### src/rtl/store_merge_buffer_pkg.sv
// Shared CPU package: store-buffer entry record and word-alignment constants.
package store_merge_buffer_pkg;

    localparam int unsigned WordAlignBits = 2;
    localparam logic [WordAlignBits-1:0] WordAlign = 2'b00;

    // One buffered store: word address plus full data word (62 bits).
    typedef struct packed {
        logic [29:0] addr_w;
        logic [31:0] data;
    } smb_entry_t;

    function automatic logic [29:0] word_of(input logic [31:0] byte_addr);
        return byte_addr[31:WordAlignBits];
    endfunction

endpackage

### src/rtl/smb_fifo_ram.sv
// Entry storage for the store merge buffer: two write ports, one asynchronous read port.
module smb_fifo_ram
    import store_merge_buffer_pkg::*;
#(
    parameter int unsigned DEPTH = 4
) (
    input  logic                     clk_i,
    input  logic                     we_a_i,
    input  logic [$clog2(DEPTH)-1:0] waddr_a_i,
    input  smb_entry_t               wdata_a_i,
    input  logic                     we_b_i,
    input  logic [$clog2(DEPTH)-1:0] waddr_b_i,
    input  smb_entry_t               wdata_b_i,
    input  logic [$clog2(DEPTH)-1:0] raddr_i,
    output smb_entry_t               rdata_o
);

    smb_entry_t mem_q [DEPTH];

    // Callers never present the same address on both write ports in one cycle.
    always_ff @(posedge clk_i) begin
        if (we_a_i) mem_q[waddr_a_i] <= wdata_a_i;
        if (we_b_i) mem_q[waddr_b_i] <= wdata_b_i;
    end

    assign rdata_o = mem_q[raddr_i];

endmodule

### src/rtl/store_merge_buffer.sv
// Dual-port store buffer: merges same-word double stores and drains in order to data memory.
module store_merge_buffer
    import store_merge_buffer_pkg::*;
#(
    parameter int unsigned DEPTH = 4
) (
    input  logic        clk,
    input  logic        reset,
    input  logic        memwrite,
    input  logic [31:0] dataadr,
    input  logic [31:0] writedata,
    input  logic        memwrite2,
    input  logic [31:0] dataadr2,
    input  logic [31:0] writedata2,
    input  logic        mem_ready,
    output logic        mem_we,
    output logic [31:0] mem_addr,
    output logic [31:0] mem_wdata,
    output logic        stall,
    output logic        overflow,
    output logic        misalign
);

    localparam int unsigned PtrW = $clog2(DEPTH);
    localparam int unsigned CntW = PtrW + 1;

    logic [PtrW-1:0] wptr_q, wptr_d, rptr_q, rptr_d;
    logic [CntW-1:0] count_q, count_d, n_push;
    logic            overflow_q, overflow_d, misalign_q, misalign_d;

    logic            acc1, acc2, merge, enq1, enq2, pop;
    logic [PtrW-1:0] waddr_b;
    smb_entry_t      entry1, entry2, head;

    always_comb begin
        stall   = count_q > CntW'(DEPTH - 2);
        acc1    = memwrite & ~stall;
        acc2    = memwrite2 & ~stall;
        // Same-word double store collapses to port 2's entry only.
        merge   = acc1 & acc2 & (word_of(dataadr) == word_of(dataadr2));
        enq1    = acc1 & ~merge;
        enq2    = acc2;
        entry1  = '{addr_w: word_of(dataadr),  data: writedata};
        entry2  = '{addr_w: word_of(dataadr2), data: writedata2};
        waddr_b = wptr_q + PtrW'(enq1);
        pop     = (count_q != '0) & mem_ready;
        n_push  = CntW'(enq1) + CntW'(enq2);

        count_d    = count_q + n_push - CntW'(pop);
        wptr_d     = wptr_q + PtrW'(n_push);
        rptr_d     = rptr_q + PtrW'(pop);
        overflow_d = overflow_q | (stall & (memwrite | memwrite2));
        misalign_d = misalign_q
                   | (acc1 & (dataadr[WordAlignBits-1:0] != WordAlign))
                   | (acc2 & (dataadr2[WordAlignBits-1:0] != WordAlign));
    end

    always_ff @(posedge clk or posedge reset) begin
        if (reset) begin
            wptr_q     <= '0;
            rptr_q     <= '0;
            count_q    <= '0;
            overflow_q <= 1'b0;
            misalign_q <= 1'b0;
        end else begin
            wptr_q     <= wptr_d;
            rptr_q     <= rptr_d;
            count_q    <= count_d;
            overflow_q <= overflow_d;
            misalign_q <= misalign_d;
        end
    end

    smb_fifo_ram #(
        .DEPTH (DEPTH)
    ) u_ram (
        .clk_i     (clk),
        .we_a_i    (enq1),
        .waddr_a_i (wptr_q),
        .wdata_a_i (entry1),
        .we_b_i    (enq2),
        .waddr_b_i (waddr_b),
        .wdata_b_i (entry2),
        .raddr_i   (rptr_q),
        .rdata_o   (head)
    );

    // Outputs depend on registered state only, so reset clears them immediately.
    always_comb begin
        mem_we    = count_q != '0;
        mem_addr  = mem_we ? {head.addr_w, WordAlign} : 32'h0;
        mem_wdata = mem_we ? head.data : 32'h0;
        overflow  = overflow_q;
        misalign  = misalign_q;
    end

endmodule

### config.mk
export PLATFORM = sky130hd
export DESIGN_NAME = store_merge_buffer
export DESIGN_NICKNAME = d
export VERILOG_FILES = /design/src/rtl/store_merge_buffer_pkg.sv /design/src/rtl/smb_fifo_ram.sv /design/src/rtl/store_merge_buffer.sv
export SDC_FILE = /design/constraint.sdc
export NUM_CORES = 1
export LEC_CHECK = 0
export CORE_MARGIN = 10
export CORE_UTILIZATION = 59
export CTS_CLUSTER_SIZE = 14
export DETAILED_ROUTE_END_ITERATION = 8
export PLACE_DENSITY = 0.86
export SETUP_SLACK_MARGIN = 0.3
export SYNTH_ARGS = -nofsm -noshare
export SYNTH_HDL_FRONTEND = slang
export SYNTH_SLANG_ARGS = --single-unit
### constraint.sdc
create_clock -name clk -period 11.65 [get_ports clk]
set_clock_uncertainty 0.15 [all_clocks]
set_input_delay 2.33 -clock clk [delete_from_list [all_inputs] [get_ports clk]]
set_output_delay 2.33 -clock clk [all_outputs]
set_load 0.02 [all_outputs]
==> impl_metrics.py <==
metrics = {
    "worst_setup_path": {
        "cp-startpoint": "dataadr2[4]",
        "slowest_delay_ns": 0.91,
        "path_cells": "clkdlybuf4s50_1 -> xor2_1 -> nor4_1 -> nand4_1 -> nor4_2 -> nor2_1 -> ha_1 -> xor2_1 -> nor2_1 -> nand2_4 -> o21ai_4 -> buf_4",
        "timing.rr.start": "count_q[0]",
        "end_kind": "register",
        "ff2ff_setup_slack_ns": 6.34,
        "cp-start-kind": "input port",
        "critPathArrivalTime_ns": 7.32,
        "crit_required_ns": 11.65,
        "cp_slowest_cell": "nor4_2",
        "path_class": "in -> reg",
        "cp_max_fo": 63,
    },
    "sta": {
        "drv_slew": 0,
        "setup_slack_ns": 4.336,
        "fmax_mhz": 136.7,
        "fin_crit_ns": 7.314,
        "grt_setup_unrepaired": "false",
        "fin_tns_setup_ns": 0,
        "period_share_pct": 62.78,
        "setup_viol": 0,
        "slew_headroom_pct": 23.28,
        "hold_viol": 0,
        "tightest_slew_ns": 1.146,
    },
    "pwr": {
        "cellPowerDensity_mw_per_mm2": 252.0,
        "irDropWorstVdd_mv": 0.1668,
        "p_leak_nw": 5.852,
    },
    "cts": {
        "cts_buffers": 27,
        "cts_setup_buffers": 0,
        "htree_levels": 1,
        "clkSinkCount": 257,
        "clk_pin_slew_ns": 0.06,
        "clk_latency_ns": 0.52,
        "cts_hold_buf": 0,
        "cts.root.buffer_cell": "clkbuf_16",
        "cts_resized": 0,
        "cts_max_path_buffers": 3,
        "cts_tree": "built",
    },
    "floorplanning": {
        "fp-row-count": 55,
        "die_height_um": 171.4,
        "ios": 201,
        "die_area_mm2": 0.02939,
        "core-area_mm2": 0.02257,
        "start_util_pct": 59.94,
        "dieWidth_um": 171.4,
    },
    "place": {
        "place.gp.congestion": 0.7759,
        "place_ws_ns": 3.797,
        "io_buffers": 198,
        "hpwl_um": 20400,
        "dpl_cell_area_mm2": 0.01568,
    },
    "detailed_routing": {
        "viasPerCell": 6.023,
        "ant_nets": 0,
        "drtIter0Drc": 572,
        "wl_per_cell_um": 25.68,
        "dr_total_vias": 7631,
        "wirelength_um": 32540,
        "dr.pass1.iters": 4,
        "drc": 0,
    },
    "synth": {
        "yosys_most_used_dff": "edfxtp_1",
        "ys_types": 34,
        "yosysTopAreaCellShare_pct": 55.04,
        "synth.most_common_cell": "edfxtp_1",
        "ys_async_sr_fraction_pct": 3.502,
        "synth.area.top_cells": "edfxtp_1 (55%), mux2_2 (16%), mux4_2 (10%)",
        "synth_edf_count": 248,
        "ys_seq_area_share_pct": 56.70,
        "ys_ff_latch": 257,
        "yosysWarnings": 0,
        "synth_top_cell_by_area": "edfxtp_1",
        "avgSynthCellArea_um2": 17.66,
        "syn_inst": 766,
        "yosys-top-cells-count": "edfxtp_1 (248), mux2_2 (189), nor2b_1 (63)",
        "netlist_area_mm2": 0.01353,
    },
    "finish": {
        "drive_gt1_share_pct": 38.37,
        "final_cell_area_mm2": 0.01653,
        "area_growth_pct": 22.18,
        "nNetsFinal": 1101,
    },
    "hold_path": {
        "holdCritPathClass": "reg -> reg",
        "holdCritStartpoint": "overflow",
    },
    "grt": {
        "grt_usage_pct": 21.97,
        "grt_pass1_wl_um": 49180,
        "grt-ovfl-total": 0,
        "grt_pass1_vias": 8369,
        "grt_max_degree": 64,
        "antenna_found_initial": 3,
    },
    "flow_run": {
        "max_cap_viol_count": 0,
    },
    "outcome": {
        "status": "finished, final reports clean",
    },
}
-- registers in the layout, summed over array words and instances, names as in the netlist --
register	cells
count_q	3
rptr_q	2
misalign	1
overflow	1
u_ram.mem_q	248
wptr_q	2
-- through the flow --
stage | util, % | hold slack [ns] | total power [mW] | std cells
after floorplan | - | 0.3232 | 2.681 | 767
after global placement | 69.45 | 0.3076 | 3.329 | 1216
after detailed placement | 69.45 | 0.3146 | 3.355 | 1216
after CTS | 73.22 | 0.3313 | 4.202 | 1265
after global routing | 73.22 | 0.3726 | 4.354 | 1265
final | 73.24 | 0.3253 | 4.165 | 1267
-- power breakdown --
group          total (mW)  switching [mW]  internal [mW]
sequential           1.46           0.116           1.34
clock               0.840           0.349          0.492
combinational        1.86           0.940          0.924
total                4.17            1.40           2.76
-- layer usage --
layer	track usage (%)	vias to the layer above	wire length, um
met5	0	-	0
met4	5.293	0	631
met3	6.120	44	2940
met2	37.10	278	15870
met1	27.45	3896	13100
li1	-	3413	-
-- worst paths after layout --
path                                      endpoint  depth (start not counted)
max in group asynchronous                rptr_q[0]                          2
worst min-delay path                      overflow                          1
min in group asynchronous               count_q[2]                          2
worst min register to register            overflow                          1
worst max register to register  u_ram.mem_q[1][17]                         12
worst max-delay path            u_ram.mem_q[1][17]                         12
-- cell type report --
cell class	count	area, um2
antenna	2	5.005
fill	1400	6040
sequential	257	7677
clock buffer	34	701.9
tap	285	356.6
multi-input combinational	452	5517
clock inverter	15	150.1
timing repair buffer	212	2087
inverter	10	37.54
-- cell families after synthesis --
group / count (synthesis) / share of synthesized area, %
AOI/OAI and AO/OA: 8 / 0.4254
xor gates and xnor gates: 36 / 2.330
adders and majority gates: 8 / 0.7952
buffers and inverters: 58 / 3.042
DFF: 257 / 56.70
muxes: 310 / 32.60
other: 1 / 0.02772
and+or+nand+nor: 88 / 4.078
-- layout by cell type, fill, tap and decap left out, types with 10 or more instances in the layout --
| cell type | netlist | layout |
|---|---|---|
| clkdlybuf4s50_1 | 0 | 198 |
| xnor2_1 | 14 | 14 |
| mux2_2 | 189 | 189 |
| edfxtp_1 | 248 | 248 |
| clkbuf_16 | 0 | 27 |
| mux2_4 | 59 | 59 |
| nor2b_1 | 63 | 63 |
| inv_1 | 10 | 10 |
| xor2_1 | 22 | 22 |
| mux4_2 | 62 | 62 |
| buf_4 | 9 | 14 |
-- worst max-delay path, delay by kind of cell --
family	cells	cell delay (ns)
AND/OR/NAND/NOR	6	2.48
XOR/XNOR	2	0.46
buffers and inverters	2	1.14
AO/OA/AOI/OAI	1	0.58
adder cells (fa/ha/maj)	1	0.24
(Power assumes the default switching activity.)
